### src/rtl/ir_fetch_unit_if.sv
// Bundle of fetch-unit signals: memory bus, ir block controls, decode handshake.
// Latency: none, wires only.
// Backpressure: carries instr_valid/instr_ready between the fetch unit and decode.
interface ir_fetch_unit_if #(
    parameter int ADDR_W = 8
);
    logic              start;
    logic [7:0]        mem_data;
    logic              instr_ready;
    logic              branch_en;
    logic [ADDR_W-1:0] branch_addr;
    logic [ADDR_W-1:0] mem_addr;
    logic              mem_cs;
    logic              mem_wr;
    logic              ir_enable;
    logic [1:0]        ir_funsel;
    logic              ir_lh;
    logic [15:0]       instr;
    logic              instr_valid;
    logic              busy;
    logic [7:0]        fetch_count;

    // Fetch unit side
    modport master (
        input  start, mem_data, instr_ready, branch_en, branch_addr,
        output mem_addr, mem_cs, mem_wr, ir_enable, ir_funsel, ir_lh,
               instr, instr_valid, busy, fetch_count
    );

    // Memory / decode side
    modport slave (
        output start, mem_data, instr_ready, branch_en, branch_addr,
        input  mem_addr, mem_cs, mem_wr, ir_enable, ir_funsel, ir_lh,
               instr, instr_valid, busy, fetch_count
    );
endinterface

### src/rtl/ir_fetch_unit.sv
// Two-byte instruction fetch sequencer: reads PC and PC+1, steers bytes into ir, holds a shadow copy.
// Latency: start in IDLE -> instr_valid 3 cycles later; one instruction per 3 cycles back-to-back.
// Backpressure: instruction held in HOLD until instr_ready; optional counter under IR_FETCH_COUNT_EN.
module ir_fetch_unit #(
    parameter int                ADDR_W   = 8,
    parameter logic [ADDR_W-1:0] RESET_PC = '0
) (
    input  logic             clk,
    input  logic             reset,
    ir_fetch_unit_if.master  bus
);

    typedef enum logic [1:0] {
        IDLE     = 2'd0,
        FETCH_LO = 2'd1,
        FETCH_HI = 2'd2,
        HOLD     = 2'd3
    } state_t;

    localparam logic [ADDR_W-1:0] PC_ONE = {{(ADDR_W-1){1'b0}}, 1'b1};

    state_t            state_q;
    logic [ADDR_W-1:0] pc_q;
    logic [ADDR_W-1:0] pc_inc_d;
    logic [15:0]       instr_q;
    logic              mem_cs_q;
    logic              ir_enable_q;
    logic [1:0]        ir_funsel_q;
    logic              ir_lh_q;
    logic              instr_valid_q;
    logic              busy_q;

    // PC arithmetic wraps naturally at 2^ADDR_W
    assign pc_inc_d = pc_q + PC_ONE;

    // Sequencer: state, PC, shadow instruction and registered strobes advance together
    always_ff @(posedge clk) begin
        if (reset) begin
            state_q       <= IDLE;
            pc_q          <= RESET_PC;
            instr_q       <= 16'h0000;
            mem_cs_q      <= 1'b1;
            ir_enable_q   <= 1'b0;
            ir_funsel_q   <= 2'b00;
            ir_lh_q       <= 1'b0;
            instr_valid_q <= 1'b0;
            busy_q        <= 1'b0;
        end else begin
            case (state_q)
                IDLE: begin
                    if (bus.start) begin
                        state_q     <= FETCH_LO;
                        mem_cs_q    <= 1'b0;
                        ir_enable_q <= 1'b1;
                        ir_funsel_q <= 2'b01;
                        ir_lh_q     <= 1'b0;
                        busy_q      <= 1'b1;
                    end
                end
                FETCH_LO: begin
                    instr_q[7:0] <= bus.mem_data;
                    pc_q         <= pc_inc_d;
                    state_q      <= FETCH_HI;
                    ir_lh_q      <= 1'b1;
                end
                FETCH_HI: begin
                    instr_q[15:8] <= bus.mem_data;
                    pc_q          <= pc_inc_d;
                    state_q       <= HOLD;
                    mem_cs_q      <= 1'b1;
                    ir_enable_q   <= 1'b0;
                    ir_funsel_q   <= 2'b00;
                    ir_lh_q       <= 1'b0;
                    instr_valid_q <= 1'b1;
                end
                HOLD: begin
                    if (bus.instr_ready) begin
                        // Redirect only takes effect on an accepted handshake
                        if (bus.branch_en) begin
                            pc_q <= bus.branch_addr;
                        end
                        instr_valid_q <= 1'b0;
                        if (bus.start) begin
                            state_q     <= FETCH_LO;
                            mem_cs_q    <= 1'b0;
                            ir_enable_q <= 1'b1;
                            ir_funsel_q <= 2'b01;
                            ir_lh_q     <= 1'b0;
                        end else begin
                            state_q <= IDLE;
                            busy_q  <= 1'b0;
                        end
                    end
                end
                default: begin
                    state_q       <= IDLE;
                    mem_cs_q      <= 1'b1;
                    ir_enable_q   <= 1'b0;
                    ir_funsel_q   <= 2'b00;
                    ir_lh_q       <= 1'b0;
                    instr_valid_q <= 1'b0;
                    busy_q        <= 1'b0;
                end
            endcase
        end
    end

`ifdef IR_FETCH_COUNT_EN
    logic [7:0] fetch_count_q;

    // Count completed instructions: one per exit from FETCH_HI
    always_ff @(posedge clk) begin
        if (reset) begin
            fetch_count_q <= 8'h00;
        end else if (state_q == FETCH_HI) begin
            fetch_count_q <= fetch_count_q + 8'h01;
        end
    end

    assign bus.fetch_count = fetch_count_q;
`else
    assign bus.fetch_count = 8'h00;
`endif

    assign bus.mem_addr    = pc_q;
    assign bus.mem_cs      = mem_cs_q;
    assign bus.mem_wr      = 1'b0;
    assign bus.ir_enable   = ir_enable_q;
    assign bus.ir_funsel   = ir_funsel_q;
    assign bus.ir_lh       = ir_lh_q;
    assign bus.instr       = instr_q;
    assign bus.instr_valid = instr_valid_q;
    assign bus.busy        = busy_q;

endmodule

### src/flat_wrapper.sv
// flat-port wrapper written by rule: the top's interface ports become plain ports
module ir_fetch_unit_flat 
#(
    parameter int                ADDR_W   = 8,
    parameter logic [ADDR_W-1:0] RESET_PC = '0
)
  (clk, reset, bus_start, bus_mem_data, bus_instr_ready, bus_branch_en, bus_branch_addr, bus_mem_addr, bus_mem_cs, bus_mem_wr, bus_ir_enable, bus_ir_funsel, bus_ir_lh, bus_instr, bus_instr_valid, bus_busy, bus_fetch_count);
  ir_fetch_unit_if #(.ADDR_W(ADDR_W)) bus_i ();
  input  logic clk;
  input  logic reset;
  input wire logic [$bits(bus_i.start)-1:0] bus_start;
  input wire logic [$bits(bus_i.mem_data)-1:0] bus_mem_data;
  input wire logic [$bits(bus_i.instr_ready)-1:0] bus_instr_ready;
  input wire logic [$bits(bus_i.branch_en)-1:0] bus_branch_en;
  input wire logic [$bits(bus_i.branch_addr)-1:0] bus_branch_addr;
  output wire logic [$bits(bus_i.mem_addr)-1:0] bus_mem_addr;
  output wire logic [$bits(bus_i.mem_cs)-1:0] bus_mem_cs;
  output wire logic [$bits(bus_i.mem_wr)-1:0] bus_mem_wr;
  output wire logic [$bits(bus_i.ir_enable)-1:0] bus_ir_enable;
  output wire logic [$bits(bus_i.ir_funsel)-1:0] bus_ir_funsel;
  output wire logic [$bits(bus_i.ir_lh)-1:0] bus_ir_lh;
  output wire logic [$bits(bus_i.instr)-1:0] bus_instr;
  output wire logic [$bits(bus_i.instr_valid)-1:0] bus_instr_valid;
  output wire logic [$bits(bus_i.busy)-1:0] bus_busy;
  output wire logic [$bits(bus_i.fetch_count)-1:0] bus_fetch_count;
  assign bus_i.start = bus_start;
  assign bus_i.mem_data = bus_mem_data;
  assign bus_i.instr_ready = bus_instr_ready;
  assign bus_i.branch_en = bus_branch_en;
  assign bus_i.branch_addr = bus_branch_addr;
  assign bus_mem_addr = bus_i.mem_addr;
  assign bus_mem_cs = bus_i.mem_cs;
  assign bus_mem_wr = bus_i.mem_wr;
  assign bus_ir_enable = bus_i.ir_enable;
  assign bus_ir_funsel = bus_i.ir_funsel;
  assign bus_ir_lh = bus_i.ir_lh;
  assign bus_instr = bus_i.instr;
  assign bus_instr_valid = bus_i.instr_valid;
  assign bus_busy = bus_i.busy;
  assign bus_fetch_count = bus_i.fetch_count;
  ir_fetch_unit #(.ADDR_W(ADDR_W), .RESET_PC(RESET_PC)) u_core (.clk(clk), .reset(reset), .bus(bus_i));
endmodule
### config.mk
export PLATFORM = sky130hd
export DESIGN_NAME = ir_fetch_unit_flat
export DESIGN_NICKNAME = d
export VERILOG_FILES = /design/src/rtl/ir_fetch_unit_if.sv /design/src/rtl/ir_fetch_unit.sv /design/src/flat_wrapper.sv
export SDC_FILE = /design/constraint.sdc
export NUM_CORES = 1
export LEC_CHECK = 0
export ABC_CLOCK_PERIOD_IN_PS = 1300
export CELL_PAD_IN_SITES_DETAIL_PLACEMENT = 0
export CELL_PAD_IN_SITES_GLOBAL_PLACEMENT = 1
export CORE_MARGIN = 2
export CORE_UTILIZATION = 28
export CTS_BUF_LIST = sky130_fd_sc_hd__clkbuf_4 sky130_fd_sc_hd__clkbuf_8
export DETAILED_ROUTE_END_ITERATION = 8
export GPL_TIMING_DRIVEN = 0
export PLACE_DENSITY = 0.74
export RECOVER_POWER = 25
export SKIP_CTS_REPAIR_TIMING = 1
export SYNTH_ARGS = -nofsm -noshare
export SYNTH_HDL_FRONTEND = slang
export SYNTH_SLANG_ARGS = --single-unit
### constraint.sdc
create_clock -name clk -period 1.3 [get_ports clk]
set_input_delay 0.13 -clock clk [delete_from_list [all_inputs] [get_ports clk]]
set_output_delay 0.13 -clock clk [all_outputs]
set_load 0.1 [all_outputs]
Yosys cells after proc, flatten, opt, wreduce, memory -nomap -nowiden:

Cells that the tools add are included.

* register bits after elaboration: 33
* bits of input ports: 21
* output and inout bits: 40
* word-level logic and storage cells: 54

* $add $sub $neg: 1
* eq/ne operators: 7
* multiplexer cells: 25
* reduce and logical (&&, ||, !) cells: 11

Operators by type and width (number)
* 2-to-1 mux 8 bit: 2
* one-hot mux 8 bit (2 select lines): 1
* 2-to-1 mux 1 bit: 11
* adder 8 x 1 -> 8 bit, second input constant: 1
* 2-to-1 mux 2 bit: 4
* inequality test 2 bit, second input constant: 4
* one-hot mux 2 bit (4 select lines): 1
* one-hot mux 1 bit (3 select lines): 2
* one-hot mux 2 bit (3 select lines): 1
* AND reduction 2 bit: 3
* nonzero test 2 bit: 3
* == test 2 bit, second input constant: 2
* one-hot mux 1 bit (2 select lines): 2
* one-hot mux 1 bit (4 select lines): 1
* AND reduction 4 bit: 1
* AND reduction 3 bit: 1
* nonzero test 3 bit: 1
* == test 2 x 1 -> 1 bit, second input constant: 1
* zero test 2 bit: 1
* OR reduction 2 bit: 1

Depth between registers and ports, before layout:

* word-level depth: 4
* gate-level depth with buffers: 7
* depth with buffers taken out: 6

Least setup slack after synthesis:

Ideal clock, no wire load.

* kind: register -> register
* start: register u_core.pc_q[0] (netlist: u_core.bus.mem_addr[0])
* end: register u_core.pc_q[6] (netlist: u_core.bus.mem_addr[6])
* data arrival time: 1.948 ns
* setup slack: -0.782 ns
* stages on the path, launching flop included: 6
* buffers on the path: 0
* path through: dfxtp_1 ha_1 nand3_2 o21ba_2 o21ai_0 a21oi_1

* cells in the longest elaborated chain, start to end: 2

Ends and longest elaborated chain
* from (decl): line ir_fetch_unit.sv:23 `logic [ADDR_W-1:0] pc_q;`
* from (signal assigned): line ir_fetch_unit.sv:62 `pc_q <= pc_inc_d;`
* from (signal assigned): line ir_fetch_unit.sv:68 `pc_q <= pc_inc_d;`
* from (signal assigned): line ir_fetch_unit.sv:80 `pc_q <= bus.branch_addr;`
* adder 8 x 1 -> 8 bit: line ir_fetch_unit.sv:34 `assign pc_inc_d = pc_q + PC_ONE;`
* one-hot mux 8 bit (2 select lines): line ir_fetch_unit.sv:49 `case (state_q)`

No other way between the ends.
A chain may end at the register's enable or synchronous reset.

Final worst setup path:

* start: register u_core.state_q[1]
* end: register u_core.pc_q[7] (netlist: u_core.bus.mem_addr[7])

* cells in the longest elaborated chain, start to end: 4
* elaborated cells on any way between the ends: 9
* classes of those cells: eq/ne: 5; mux: 1; reduce/logical: 3

Ends and longest elaborated chain
* from (decl): line ir_fetch_unit.sv:22 `state_t state_q;`
* from (signal assigned): line ir_fetch_unit.sv:39 `state_q <= IDLE;`
* from (signal assigned): line ir_fetch_unit.sv:52 `state_q <= FETCH_LO;`
* from (signal assigned): line ir_fetch_unit.sv:63 `state_q <= FETCH_HI;`
* == test 2 x 1 -> 1 bit / == test 2 bit (equally long branches): line ir_fetch_unit.sv:49
* OR reduction 2 bit (no source line)
* nonzero test 2 bit (no source line)
* AND reduction 3 bit (no source line)

Several ways; a longest one is shown, not always the timed one.

==> metrics.log <==
[metrics] result of the run: complete, but fails checks
[metrics] failing checks: negative setup slack
[metrics] leakage power: 0.000944 uW
[metrics] most used cells in the layout excluding fill and tap cells: 26 x sky130_fd_sc_hd__clkbuf_2, 23 x sky130_fd_sc_hd__nor2_1, 22 x sky130_fd_sc_hd__dfxtp_1
[metrics] DRC violations left: 0
[metrics] num rows: 27
[metrics] number of standard cells after synthesis: 172
[metrics] area taken by multi-input logic gates: 895 sq um
[metrics] CTS root buffer: sky130_fd_sc_hd__clkbuf_8
[metrics] required time of the critical path: 1.46 ns
[metrics] DR pass1 iterations: 4
[metrics] I/O Buffers: 50
[metrics] clock tree from TritonCTS: done
[metrics] area growth from synthesis to layout: 47.9%
[metrics] area of the placeable core: 5470 sq um
[metrics] transition time at the pin with the least slew margin: 0.569 ns
[metrics] critical register-to-register path startpoint: u_core.state_q[1]
[metrics] register area: 676 sq um
[metrics] detailed router's first-iteration violation count: 64
[metrics] maximum number of pins on one net before global-route repair: 11
[metrics] I/O pin cnt: 61
[metrics] Crit path depth: 7
[metrics] horizontal extent of the die: 78.9 microns
[metrics] setup repair after global routing missed its margin: yes
[metrics] startpoint type of the worst setup path: flop
[metrics] fraction of layout cells with a size suffix above 1: 36.2%
[metrics] maximum clock insertion buffer count: 2
[metrics] total detailed-routing wirelength: 4160 microns
[metrics] clock slew at reported path FFs: 0.08 ns
[metrics] Inserted Clock Buffers: 5
[metrics] relative slew slack: 62.1%
[metrics] global route total overflow: 0
[metrics] worst hold path type: input pin to flop
[metrics] routability-driven placement congestion ratio: 0.743
[metrics] count of nets left with antenna violations after detail routing: 0
[metrics] post-synthesis area per instance: 9.14 sq um
[metrics] pins over their slew limit: 0
[metrics] area of the die: 6230 sq um
[metrics] via count of the routed design: 1424
[metrics] standard cell with the maximum stage delay on the critical path: sky130_fd_sc_hd__dfxtp_4
[metrics] flip-flop and latch count after synthesis: 32
[metrics] insertion delay of the later-clocked pin in the worst-skew pair: 0.29 ns
[metrics] count of filler cells inserted in the layout: 582
[metrics] depth of the most critical reg-to-reg path: 7
[metrics] crit path kind: flop to flop
[metrics] R2R Setup Slk: -0.13 ns
[metrics] cell area after technology mapping: 1570 sq um
[metrics] antenna cells: 0
[metrics] number of max-capacitance violations reported: 0
[metrics] final clock period utilization by the worst path: 110%
[metrics] Seq/Total Area, Yosys: 40.7%
[metrics] Unique masters post-synth: 36
[metrics] final setup TNS: -0.921 ns
[metrics] Top FF cell, synth: sky130_fd_sc_hd__dfxtp_1
[metrics] final setup margin: -0.128 ns
[metrics] Critical Path End Type: flop
[metrics] power after layout: 6050 uW
[metrics] combined buffer and inverter count along the critical path: 3
[metrics] number of clock sinks: 32
[metrics] final net count: 269
[metrics] worst-path cell chain: inv_4, ha_4, inv_2, o21ai_2, buf_6, o21a_1, o32ai_2
[metrics] worst-case vdd ir drop: 1090 uV
[metrics] cell count after placement: 303
[metrics] initial antenna violation count: 0
[metrics] Fin. Hold Viols: 0
[metrics] worst hold start: bus_branch_addr[0]
[metrics] arrival time at the worst endpoint: 1.59 ns
[metrics] wire per inst: 13.2 microns
[metrics] most common cell after layout, fill and taps aside: sky130_fd_sc_hd__clkbuf_2
[metrics] Critical Path Fanout Max: 5
[metrics] crit-path leading delay family: flip-flops
[metrics] final count of negative-setup-slack endpoints: 12
[metrics] final core utilization: 42.5%
[metrics] destination of the worst register-to-register timing path: u_core.bus.mem_addr[7]
[metrics] H-tree depth: 2
[metrics] hold worst-path end: u_core.bus.mem_addr[0]
[metrics] non-filler instance count after layout: 315
[metrics] EDFF count, synth: 0
[metrics] ys async rst share: 0%
[metrics] final worst path period need: 1.43 ns
[metrics] routed vias/inst: 4.52
[metrics] detailed-placement wirelength estimate: 2800 microns
[metrics] aggregate global-route resource usage: 13.9%
[metrics] max incr delay on CP: 0.40 ns
[metrics] count of yosys warnings during synthesis: 0
[metrics] global-route wire length before repair: 6730 microns
[metrics] pwr dens: 2600 nW/um^2
[metrics] number of global-route vias before repair: 1377
[metrics] Peak Freq: 700 MHz
[metrics] vertical extent of the die: 78.9 microns
[metrics] starting utilization of the core area: 28.7%
[metrics] cell depth of the worst min-delay path: 3
[metrics] clock skew: 0.00580 ns
routing by layer:
metal / wire length (microns) / GRT usage [%] / vias up
li1: - / - / 724
met1: 1950 / 18.5 / 647
met2: 1820 / 20.7 / 48
met3: 338 / 5.11 / 5
met4: 42 / 5.17 / 0
met5: 0 / 0 / -
sequential cells by signal, summed over array words and instances, names as in the netlist:
signal and cells:
u_core.bus.instr 16, u_core.state_q 2, u_core.bus.ir_enable 1, u_core.bus.mem_addr 8, u_core.bus.ir_funsel 1, u_core.bus.busy 1, u_core.bus.mem_cs 1, u_core.bus.instr_valid 1
u_core.bus.ir_lh 1
worst min-delay path, delay by kind of cell:
kind,cells,cell delay [ns]
buffers and inverters,1,0.42
AOI/OAI and AO/OA,1,0.08
and+or+nand+nor,1,0.07
logic make-up after synthesis:
group	count (synthesis)	synth area share, %
and+or+nand+nor	53	16.3
AOI/OAI and AO/OA	39	16.9
DFF	32	40.7
buffers and inverters	23	9.55
muxes	18	11.5
adders and majority gates	6	4.77
other	1	0.238
Yosys cell counts, types with 2 or more instances:
cell type / instances / area [sq um]
sky130_fd_sc_hd__a211oi_1: 4 / 30.0
sky130_fd_sc_hd__a21oi_1: 11 / 55.1
sky130_fd_sc_hd__buf_1: 3 / 11.3
sky130_fd_sc_hd__buf_2: 3 / 15.0
sky130_fd_sc_hd__buf_4: 11 / 82.6
sky130_fd_sc_hd__dfxtp_1: 32 / 641
sky130_fd_sc_hd__ha_1: 6 / 75.1
sky130_fd_sc_hd__inv_1: 4 / 15.0
sky130_fd_sc_hd__mux2i_1: 18 / 180
sky130_fd_sc_hd__nand2_1: 10 / 37.5
sky130_fd_sc_hd__nand2b_1: 6 / 37.5
sky130_fd_sc_hd__nand3_1: 2 / 10.0
sky130_fd_sc_hd__nand3_2: 2 / 20.0
sky130_fd_sc_hd__nand4_1: 2 / 12.5
sky130_fd_sc_hd__nor2_1: 25 / 93.8
sky130_fd_sc_hd__nor2b_1: 2 / 12.5
sky130_fd_sc_hd__o21a_1: 5 / 37.5
sky130_fd_sc_hd__o21ai_0: 8 / 40.0
where the power goes:
part	total, uW	internal [uW]	switching (uW)
combinational	3570	969	2600
sequential	1490	1260	232
clock	995	590	405
total	6050	2820	3230
cell type report:
class | instances | share of cell area [%]
plain buffers | 19 | 6.51
clock buffers | 6 | 3.28
clock inverters | 2 | 1.51
inverters | 4 | 0.861
multi-input cells | 126 | 38.5
flip-flops and latches | 32 | 29.0
well taps | 72 | 3.87
repair buffers | 54 | 16.5
stage by stage:
step	area (sq um)	hold WS (ns)	setup WS (ns)
floorplan	1690	0.277	-0.0993
global placement	2280	0.457	-0.364
detailed placement	2280	0.466	-0.367
CTS	2390	0.449	-0.687
global route	2330	0.468	-0.226
finish	2330	0.451	-0.128
how the worst max path moves through the flow:
stage,start,slack [ns],to
global route,u_core.state_q[1],-0.23,u_core.bus.mem_addr[6]
CTS,u_core.bus.mem_addr[0],-0.69,bus_mem_addr[0]
floorplan,u_core.bus.mem_addr[0],-0.1,u_core.bus.mem_addr[6]
global placement,u_core.bus.mem_addr[0],-0.36,bus_mem_addr[0]
finish,u_core.state_q[1],-0.13,u_core.bus.mem_addr[7]
detailed placement,u_core.bus.mem_addr[0],-0.37,bus_mem_addr[0]
(Power assumes the default switching activity.)
